### config.mk
export PLATFORM = sky130hd
export DESIGN_NAME = led_row_scanner
export DESIGN_NICKNAME = d
export VERILOG_FILES = /design/src/rtl/led_row_scanner_pkg.sv /design/src/rtl/led_row_scanner_decoder.sv /design/src/rtl/led_row_scanner.sv
export SDC_FILE = /design/constraint.sdc
export NUM_CORES = 1
export LEC_CHECK = 0
export CORE_ASPECT_RATIO = 0.6
export CORE_MARGIN = 2
export CORE_UTILIZATION = 63
export DETAILED_ROUTE_END_ITERATION = 16
export DONT_BUFFER_PORTS = 1
export PLACE_DENSITY = 0.87
export SYNTH_ARGS = -nofsm -noshare
export SYNTH_HDL_FRONTEND = slang
export SYNTH_SLANG_ARGS = --single-unit
### constraint.sdc
create_clock -name clk -period 2.4 [get_ports clk]
set_input_delay 0.48 -clock clk [delete_from_list [all_inputs] [get_ports clk]]
set_output_delay 0.48 -clock clk [all_outputs]
set_load 0.05 [all_outputs]
### src/rtl/led_row_scanner_pkg.sv
// -----------------------------------------------------------------------------
// led_pkg
//   Shared types and board defaults for the LED matrix row scanner.
//   - scan_state_t : the two phases of a row slot (blanking gap, then drive)
//   - DEFAULT_NUM_ROWS / DEFAULT_COLS : geometry of the 8x8 board
//   - row_bits_t   : one row's worth of column bits on the 8x8 board
//   - max_int      : constant helper used to size the shared phase counter
// -----------------------------------------------------------------------------
package led_pkg;

    typedef enum logic {
        S_BLANK = 1'b0,
        S_DRIVE = 1'b1
    } scan_state_t;

    localparam int DEFAULT_NUM_ROWS = 8;
    localparam int DEFAULT_COLS     = 8;

    typedef logic [DEFAULT_COLS-1:0] row_bits_t;

    function automatic int max_int(input int a, input int b);
        return (a > b) ? a : b;
    endfunction

endpackage

### src/rtl/led_row_scanner_decoder.sv
// -----------------------------------------------------------------------------
// onehot_decoder
//   Combinational binary -> one-hot expansion, the inverse of the one-hot ->
//   binary encoder used elsewhere. With en low the output is all zero, which
//   is how the scanner keeps every row dark during blanking.
// Ports
//   bin_in      in   WIDTH       binary index
//   en          in   1           output enable
//   onehot_out  out  2**WIDTH    bit[bin_in] set when enabled, else zero
// -----------------------------------------------------------------------------
module onehot_decoder #(
    parameter int WIDTH = 3
) (
    input  logic [WIDTH-1:0]      bin_in,
    input  logic                  en,
    output logic [(2**WIDTH)-1:0] onehot_out
);

    always_comb begin
        onehot_out = '0;
        if (en) begin
            onehot_out[bin_in] = 1'b1;
        end
    end

endmodule

### src/rtl/led_row_scanner.sv
// -----------------------------------------------------------------------------
// led_row_scanner
//   Time-multiplexes a 2**WIDTH x COLS LED matrix. Each row slot is BLANK
//   cycles with everything dark followed by DWELL cycles driving that row,
//   so the row period is BLANK+DWELL and the frame period NUM_ROWS times that.
//   A displayed (shadow) frame and one pending frame are held; a new frame
//   only replaces the displayed one at the end of the last row, so a frame is
//   never shown partially.
// Ports
//   clk          in   1              rising-edge clock
//   reset        in   1              synchronous, active-high
//   frame_valid  in   1              producer offers frame_data
//   frame_data   in   NUM_ROWS*COLS  bit [r*COLS+c] = row r, column c
//   frame_ready  out  1              pending slot is empty
//   row_sel      out  NUM_ROWS       one-hot active row, zero while blanking
//   col_data     out  COLS           columns of active row, zero while blanking
//   row_idx      out  WIDTH          current row index (blank or drive)
//   frame_start  out  1              high in the first blank cycle of row 0
// -----------------------------------------------------------------------------
module led_row_scanner
    import led_pkg::*;
#(
    parameter int WIDTH = 3,
    parameter int COLS  = DEFAULT_COLS,
    parameter int DWELL = 1024,
    parameter int BLANK = 16
) (
    input  logic                       clk,
    input  logic                       reset,
    input  logic                       frame_valid,
    input  logic [(2**WIDTH)*COLS-1:0] frame_data,
    output logic                       frame_ready,
    output logic [(2**WIDTH)-1:0]      row_sel,
    output logic [COLS-1:0]            col_data,
    output logic [WIDTH-1:0]           row_idx,
    output logic                       frame_start
);

    localparam int NUM_ROWS = 2**WIDTH;
    localparam int CNT_MAX  = max_int(DWELL, BLANK);
    localparam int CNT_W    = (CNT_MAX > 1) ? $clog2(CNT_MAX) : 1;

    localparam logic [CNT_W-1:0] DWELL_LAST = CNT_W'(DWELL - 1);
    localparam logic [CNT_W-1:0] BLANK_LAST = CNT_W'(BLANK - 1);
    localparam logic [WIDTH-1:0] ROW_LAST   = WIDTH'(NUM_ROWS - 1);

    scan_state_t          state_q, state_d;
    logic [CNT_W-1:0]     cnt_q, cnt_d;
    logic [WIDTH-1:0]     row_idx_q, row_idx_d;
    logic [COLS-1:0]      shadow_q [NUM_ROWS];
    logic [COLS-1:0]      shadow_d [NUM_ROWS];
    logic [COLS-1:0]      pending_q [NUM_ROWS];
    logic [COLS-1:0]      pending_d [NUM_ROWS];
    logic                 pending_full_q, pending_full_d;
    logic [NUM_ROWS-1:0]  row_sel_q, row_sel_d;
    logic [COLS-1:0]      col_data_q, col_data_d;
    logic                 frame_start_q, frame_start_d;

    logic                 accept;
    logic                 swap;
    logic                 drive_next;

    // One counter serves both phases: it counts up through the blanking gap,
    // restarts for the dwell, and restarts again on the way to the next row.
    // The swap is flagged only on the drive->blank edge of the last row.
    always_comb begin
        state_d   = state_q;
        cnt_d     = cnt_q + CNT_W'(1);
        row_idx_d = row_idx_q;
        swap      = 1'b0;
        case (state_q)
            S_BLANK: begin
                if (cnt_q == BLANK_LAST) begin
                    state_d = S_DRIVE;
                    cnt_d   = '0;
                end
            end
            S_DRIVE: begin
                if (cnt_q == DWELL_LAST) begin
                    state_d   = S_BLANK;
                    cnt_d     = '0;
                    row_idx_d = row_idx_q + WIDTH'(1);
                    swap      = (row_idx_q == ROW_LAST) && pending_full_q;
                end
            end
            default: begin
                state_d = S_BLANK;
                cnt_d   = '0;
            end
        endcase
    end

    // Accepting and swapping never coincide: accepting needs the pending slot
    // empty while swapping needs it full.
    always_comb begin
        accept         = frame_valid && !pending_full_q;
        pending_full_d = pending_full_q;
        pending_d      = pending_q;
        shadow_d       = shadow_q;
        if (accept) begin
            pending_full_d = 1'b1;
            for (int r = 0; r < NUM_ROWS; r++) begin
                pending_d[r] = frame_data[r*COLS +: COLS];
            end
        end else if (swap) begin
            pending_full_d = 1'b0;
            shadow_d       = pending_q;
        end
    end

    // Outputs are computed from the next state and registered, so the pins
    // only move on phase/row edges and never glitch.
    assign drive_next = (state_d == S_DRIVE);

    onehot_decoder #(
        .WIDTH (WIDTH)
    ) u_row_decoder (
        .bin_in     (row_idx_d),
        .en         (drive_next),
        .onehot_out (row_sel_d)
    );

    always_comb begin
        col_data_d    = drive_next ? shadow_d[row_idx_d] : '0;
        frame_start_d = (state_d == S_BLANK) && (cnt_d == '0) && (row_idx_d == '0);
    end

    // The reset state already is the first blank cycle of row 0, so the
    // frame_start flop loads 1 on reset; the output gate below keeps the pin
    // low while reset is still held.
    always_ff @(posedge clk) begin
        if (reset) begin
            state_q        <= S_BLANK;
            cnt_q          <= '0;
            row_idx_q      <= '0;
            shadow_q       <= '{default: '0};
            pending_q      <= '{default: '0};
            pending_full_q <= 1'b0;
            row_sel_q      <= '0;
            col_data_q     <= '0;
            frame_start_q  <= 1'b1;
        end else begin
            state_q        <= state_d;
            cnt_q          <= cnt_d;
            row_idx_q      <= row_idx_d;
            shadow_q       <= shadow_d;
            pending_q      <= pending_d;
            pending_full_q <= pending_full_d;
            row_sel_q      <= row_sel_d;
            col_data_q     <= col_data_d;
            frame_start_q  <= frame_start_d;
        end
    end

    assign frame_ready = !pending_full_q;
    assign row_sel     = row_sel_q;
    assign col_data    = col_data_q;
    assign row_idx     = row_idx_q;
    assign frame_start = frame_start_q && !reset;

endmodule

Word-level counts from Yosys, hierarchy flattened
Cells that the tools add are included.

word-level totals
  word-level logic and storage cells = 65
  bits of input ports = 67
  register bits = 160
  output and inout port bits = 21

cells by class
  equal/unequal tests = 3
  mux-type cells = 19
  bitwise operators = 3
  add/subtract/negate cells = 2
  reduce and logical (&&, ||, !) cells = 12
  order comparisons = 3

operators by type and width
  kind                     count
  $mux W64                 2
  $bmux W8 S3              1
  $mux W10                 2
  $pmux W10 S2             1
  $mux W8                  2
  $add A10 B1 Y10 const B  1
  $eq A10 B10 Y1 const B   1
  $eq A10 B4 Y1 const B    1
  $logic_not A10 Y1        1
  $mux W1                  7
  $logic_and A1 B1 Y1      6
  $mux W3                  2
  $ge A4 B4 Y1 const B     1
  $lt A3 B4 Y1 const B     1
  $not A3 Y4               1
  $add A3 B1 Y3 const B    1
  $demux W1 S3             1
  $eq A3 B3 Y1 const B     1
  $ge A3 B1 Y1 const B     1
  $logic_not A3 Y1         1
  $logic_not A1 Y1         2
  $not A1 Y1               2
  $pmux W1 S2              1
  $reduce_bool A2 Y1       1
  $reduce_or A2 Y1         1

Longest topological paths before layout
  depth after elaboration = 9
  gate-level depth with buffers = 9
  gate-level depth less buffers = 7

Cells and area by module
A second synthesis with hierarchy kept.

unflattened totals
  cell total of the unflattened synthesis = 733
  area total of the unflattened synthesis = 6398.6 µm²

by module, submodules not included
  module           cells an instance  sequential area each (µm²)  area an instance (µm²)  times used
  led_row_scanner  725                3203.1                      6303.5                  1
  onehot_decoder   8                  0.0                         95.1                    1

Least setup slack after synthesis
Ideal clock, no wire load.

  path kind = register to register
  from = reg row_idx_q[1], in the netlist row_idx[1]
  to = reg col_data_q[0], in the netlist col_data[0]
  path buffers = 1
  path slack = 0.287 ns
  period minus slack after synthesis = 2.113 ns
  arrival time = 2.039 ns
  library setup time = 0.074 ns
  cell stages (with the launch flop) = 9
  data required time = 2.326 ns
  path through = dfxtp_1 -> ha_1 -> ha_1 -> and2_1 -> clkbuf_1 -> nor2_1 -> mux2i_1 -> o22ai_1 -> o21ai_0

on the way
  longest elaborated chain between the ends = 9
  elaborated cells between the ends (all ways) = 13
  classes of those cells = add/sub: 1; eq/ne: 1; mux: 9; bitwise: 1; reduce/logical: 1

RTL lines
  item                                             RTL line                source
  start, declared                                  led_row_scanner.sv:49   logic [WIDTH-1:0] row_idx_q, row_idx_d;
  start signal, assigned                           led_row_scanner.sv:145  row_idx_q <= row_idx_d;
  $eq A3 B3 Y1                                     led_row_scanner.sv:83   swap = (row_idx_q == ROW_LAST) && pending_full_q;
  $logic_and A1 B1 Y1                              led_row_scanner.sv:83
  $mux W1                                          led_row_scanner.sv:79   if (cnt_q == DWELL_LAST) begin
  $mux W1                                          led_row_scanner.sv:71   case (state_q)
  $mux W64                                         led_row_scanner.sv:105  end else if (swap) begin
  $mux W64                                         led_row_scanner.sv:100  if (accept) begin
  $bmux W8 S3 (*)                                  led_row_scanner.sv:124  col_data_d = drive_next ? shadow_d[row_idx_d] : '0;
  $mux W8 (not written as such) (*) (2 in series)  led_row_scanner.sv:124
  end signal, assigned                             led_row_scanner.sv:150  col_data_q <= col_data_d;
  end, declared                                    led_row_scanner.sv:56   logic [COLS-1:0] col_data_q, col_data_d;

Mark *: on every way between the ends. The rest lies on a longest branch, timed or not. The select of a mux whose other input is x is not followed.
A chain may end at the register's enable or synchronous reset.

Worst setup path after layout
  from = reg cnt_q[0]
  to = reg row_sel_q[4], in the netlist row_sel[4]

on the way
  longest elaborated chain between the ends = 7
  elaborated cells between the ends (all ways) = 14
  classes of those cells = order compare: 2; eq/ne: 2; mux: 7; bitwise: 1; reduce/logical: 2

RTL lines
  item                                                                       RTL line                       source
  start, declared                                                            led_row_scanner.sv:48          logic [CNT_W-1:0] cnt_q, cnt_d;
  start signal, assigned                                                     led_row_scanner.sv:144         cnt_q <= cnt_d;
  $eq A10 B10 Y1                                                             led_row_scanner.sv:79
  $mux W3                                                                    led_row_scanner.sv:79
  $mux W3                                                                    led_row_scanner.sv:71
  $lt A3 B4 Y1 (not written as such) / $ge A3 B1 Y1 (equally long branches)  led_row_scanner_decoder.sv:22  onehot_out[bin_in] = 1'b1;
  $logic_and A1 B1 Y1 (not written as such)                                  led_row_scanner_decoder.sv:22
  $mux W1 (not written as such)                                              led_row_scanner_decoder.sv:22
  $demux W1 S3                                                               n/a
  end signal, assigned                                                       led_row_scanner.sv:149         row_sel_q <= row_sel_d;
  end, declared                                                              led_row_scanner.sv:55          logic [NUM_ROWS-1:0] row_sel_q, row_sel_d;

Parallel ways exist; a longest one is shown, timed or not.

==> summary.txt <==
Outcome
  – Outcome: finished clean

Floorplan
  – Die height: 82.3 um
  – FP Rows: 28
  – I/O Pins: 88
  – Die area: 11100 um^2
  – Die W: ~130 um
  – Core area: 9880 um^2
  – Initial Utilization: 0.651

Pwr
  – Combinational share of power: 0.030
  – Net Sw Power: between 1 and 1.5 mW
  – Switching Share: 0.213
  – P_int: ~4.6 mW
  – Worst vdd ir: around 0.00055 V
  – Sequential share of power: 0.475
  – Clk network pwr share: 0.496
  – Leak Pwr: 2.40 nW
  – P per Cell Area: 822 nW/um^2

Clocking
  – Clk pin slew, worst setup/hold paths: 60 ps
  – CTS tree: yes
  – Clock sink count: 160
  – Root buffer cell: clkbuf_16
  – Setup repair bufs after CTS: 0
  – H-tree levels: 4
  – Num CTS Buffers: 17
  – Worst-Skew Late Latency: 420 ps
  – Clock Path Buffers: 2

Placed design
  – Gp weighted congestion: about 0.96
  – Area after DPL: around 6500 um^2
  – # port buffers: 0
  – Placement Setup Slack: roughly 130 ps
  – DP HPWL: around 10 mm

Critical path
  – CP Launch Type: register
  – Crit path kind: reg -> reg
  – CP arrival: 2560 ps
  – Largest stage delay on the critical path: 490 ps
  – Critical path startpoint: cnt_q[0]
  – Kind of end point of the critical path: register
  – Cell Chain, Critical Path: ha_1, and3_2, and3_1, nor2_2, or3_1, buf_4, nor3_2
  – Slowest cell on the critical path: or3_1
  – Worst-path fanout max: 10
  – Worst endpoint required time: 2740 ps
  – R2r startpoint: cnt_q[0]

Yosys
  – Mapped cell area: roughly 6400 um^2
  – Synth area leaders: dfxtp_1 (50%), nand2_1 (17%), a21oi_1 (10%)
  – Post-synth EDFFs: 0
  – Register area share after synthesis: 0.498
  – Yosys top cell area share: 0.498
  – Synth Instances: approximately 800
  – Prevailing post-synth register cell: dfxtp_1
  – Avg Synthesized Cell Area: roughly 8 um^2
  – Synth unique cells: 43
  – Yosys top cell by area: dfxtp_1
  – Yosys warnings: 0
  – #FFs+latches synth: 160
  – Async S/R FF share, synth: 0
  – Mapped Nets: between 800 and 900

STA
  – Setup WS post-layout: approximately 180 ps
  – FMAX: between 400 and 500 MHz
  – Final Skew: 8.39 ps
  – Final Hold Fails: 0
  – Slew @ Worst Pin: 668 ps
  – Final setup vio count: 0
  – RSZ-0062 raised after global routing: false
  – Slew HR: 0.554
  – Slew Limit Fails: 0
  – Hold WS: 138 ps
  – Fin Setup TNS: 0 ps
  – Final period util: 0.924
  – Post-layout min period: approximately 2200 ps

Global route
  – Tot GR Track Use: 0.288
  – Number of global-route vias before repair: between 4000 and 5000
  – Remaining Overflow, GRT: 0
  – Largest net degree at the start of global routing: ~150
  – Antenna violations before repair: 0
  – First-pass GRT wire length: 24.5 mm

Cells and area
  – ANT cells: 0
  – Final net count: 844
  – Layout cells sized above 1: 0.0877
  – Post-route cell area: 7110 um^2
  – Most common cell after layout, fill and taps aside: nand2_1
  – Highest-count cells in the layout ignoring fill and taps: nand2_1 (287), dfxtp_1 (159), a21oi_1 (132)
  – Synthesis-to-finish area growth: 10.5%

Detailed routing
  – Drt pass-1 iters: 5
  – Routed len/inst: between 15 and 20 um
  – Vias per inst: between 5 and 6
  – Vias: about 5400
  – Final ANT Viol Nets: 0
  – DRC Markers: 0
  – DRT iter0 DRCs: about 650
  – Post-Route WL: roughly 15 mm

Worst hold path
  – Hold Crit Class: in -> reg
  – Hold Startpoint: reset

Flow run
  – Max-Cap Viols: 0
## synthesized netlist by cell type, types with 5 or more instances
library cell and count:
a21oi_1 132, o22ai_1 8, buf_2 13, nand2_1 289, nand3_1 7, a31oi_1 6, xnor2_1 6, mux2_2 7
o22a_1 8, clkbuf_1 33, buf_1 7, and3_1 5, nor3_2 6, dfxtp_1 160, nor2_1 24, mux2i_1 20
inv_1 6, a2111o_1 7, o21ai_0 13
## power by group through the flow
stage	combinational (mW)	clock, mW	sequential [mW]
after global placement	0.161	0	2.82
after global routing	0.196	3.04	2.78
final	0.173	2.89	2.77
after CTS	0.173	2.91	2.77
after detailed placement	0.171	0	2.83
after floorplan	0.167	0	2.81
## per-layer routing
metal / wire length (um) / GRT usage
met2: 7020 / 0.470
met3: 1090 / 0.0763
met1: 7070 / 0.385
met4: 262 / 0.0811
met5: 0 / 0
## worst paths after layout
path	endpoint	slack, ps	cells after the start
max	row_sel[4]	180	7
min	row_idx[0]	140	1
max reg2reg	row_sel[4]	180	7
min reg2reg	shadow_q[5]	460	2
## logic make-up (layout without fill, tap and decap cells)
| logic type | Yosys count | after routing | share of synthesized area |
|---|---|---|---|
| simple gates | 351 | 351 | 0.223 |
| compound gates | 186 | 186 | 0.166 |
| flops | 160 | 160 | 0.498 |
| buf+inv | 64 | 49 | 0.0471 |
| mux | 28 | 28 | 0.0469 |
| xor+xnor | 10 | 10 | 0.0136 |
| fa+ha+maj | 3 | 3 | 0.00584 |
## area by class of cell
cell class | instances | area (um^2)
Tap cell | 135 | 169
Clock inverter | 11 | 180
Fill cell | 763 | 2770
Sequential cell | 160 | 3200
Multi-Input combinational cell | 578 | 2950
Timing Repair Buffer | 11 | 120
Clock buffer | 21 | 460
Inverter | 6 | 22.5
## critical path: cells and delay by family, from the launching register on
kind                       cells  cell delay [ps]
DFF                            1              390
adders and majority gates      1              220
and+or+nand+nor                5             1280
buffers and inverters          1              250
## state kept, by name (all words and copies together), names as in the netlist, 3 cells and up
signal / flops
cnt_q: 10
col_data: 8
pending_q: 64
row_idx: 3
row_sel: 8
shadow_q: 64
## stage by stage
stage | instances | utilization | power [mW]
final | 922 | 0.719 | 5.84
after global routing | 922 | 0.719 | 6.01
after CTS | 922 | 0.719 | 5.86
after detailed placement | 890 | 0.654 | 3.00
after global placement | 890 | 0.654 | 2.98
after floorplan | 802 | - | 2.98
## what timing repair did
item / 4_1_cts / 5_1_grt
resized for setup: 0 / 2
hold buffers: 0 / 0
endpoints found under the setup margin: 0 / 13
No activity file was read; power rests on OpenSTA's default activity.
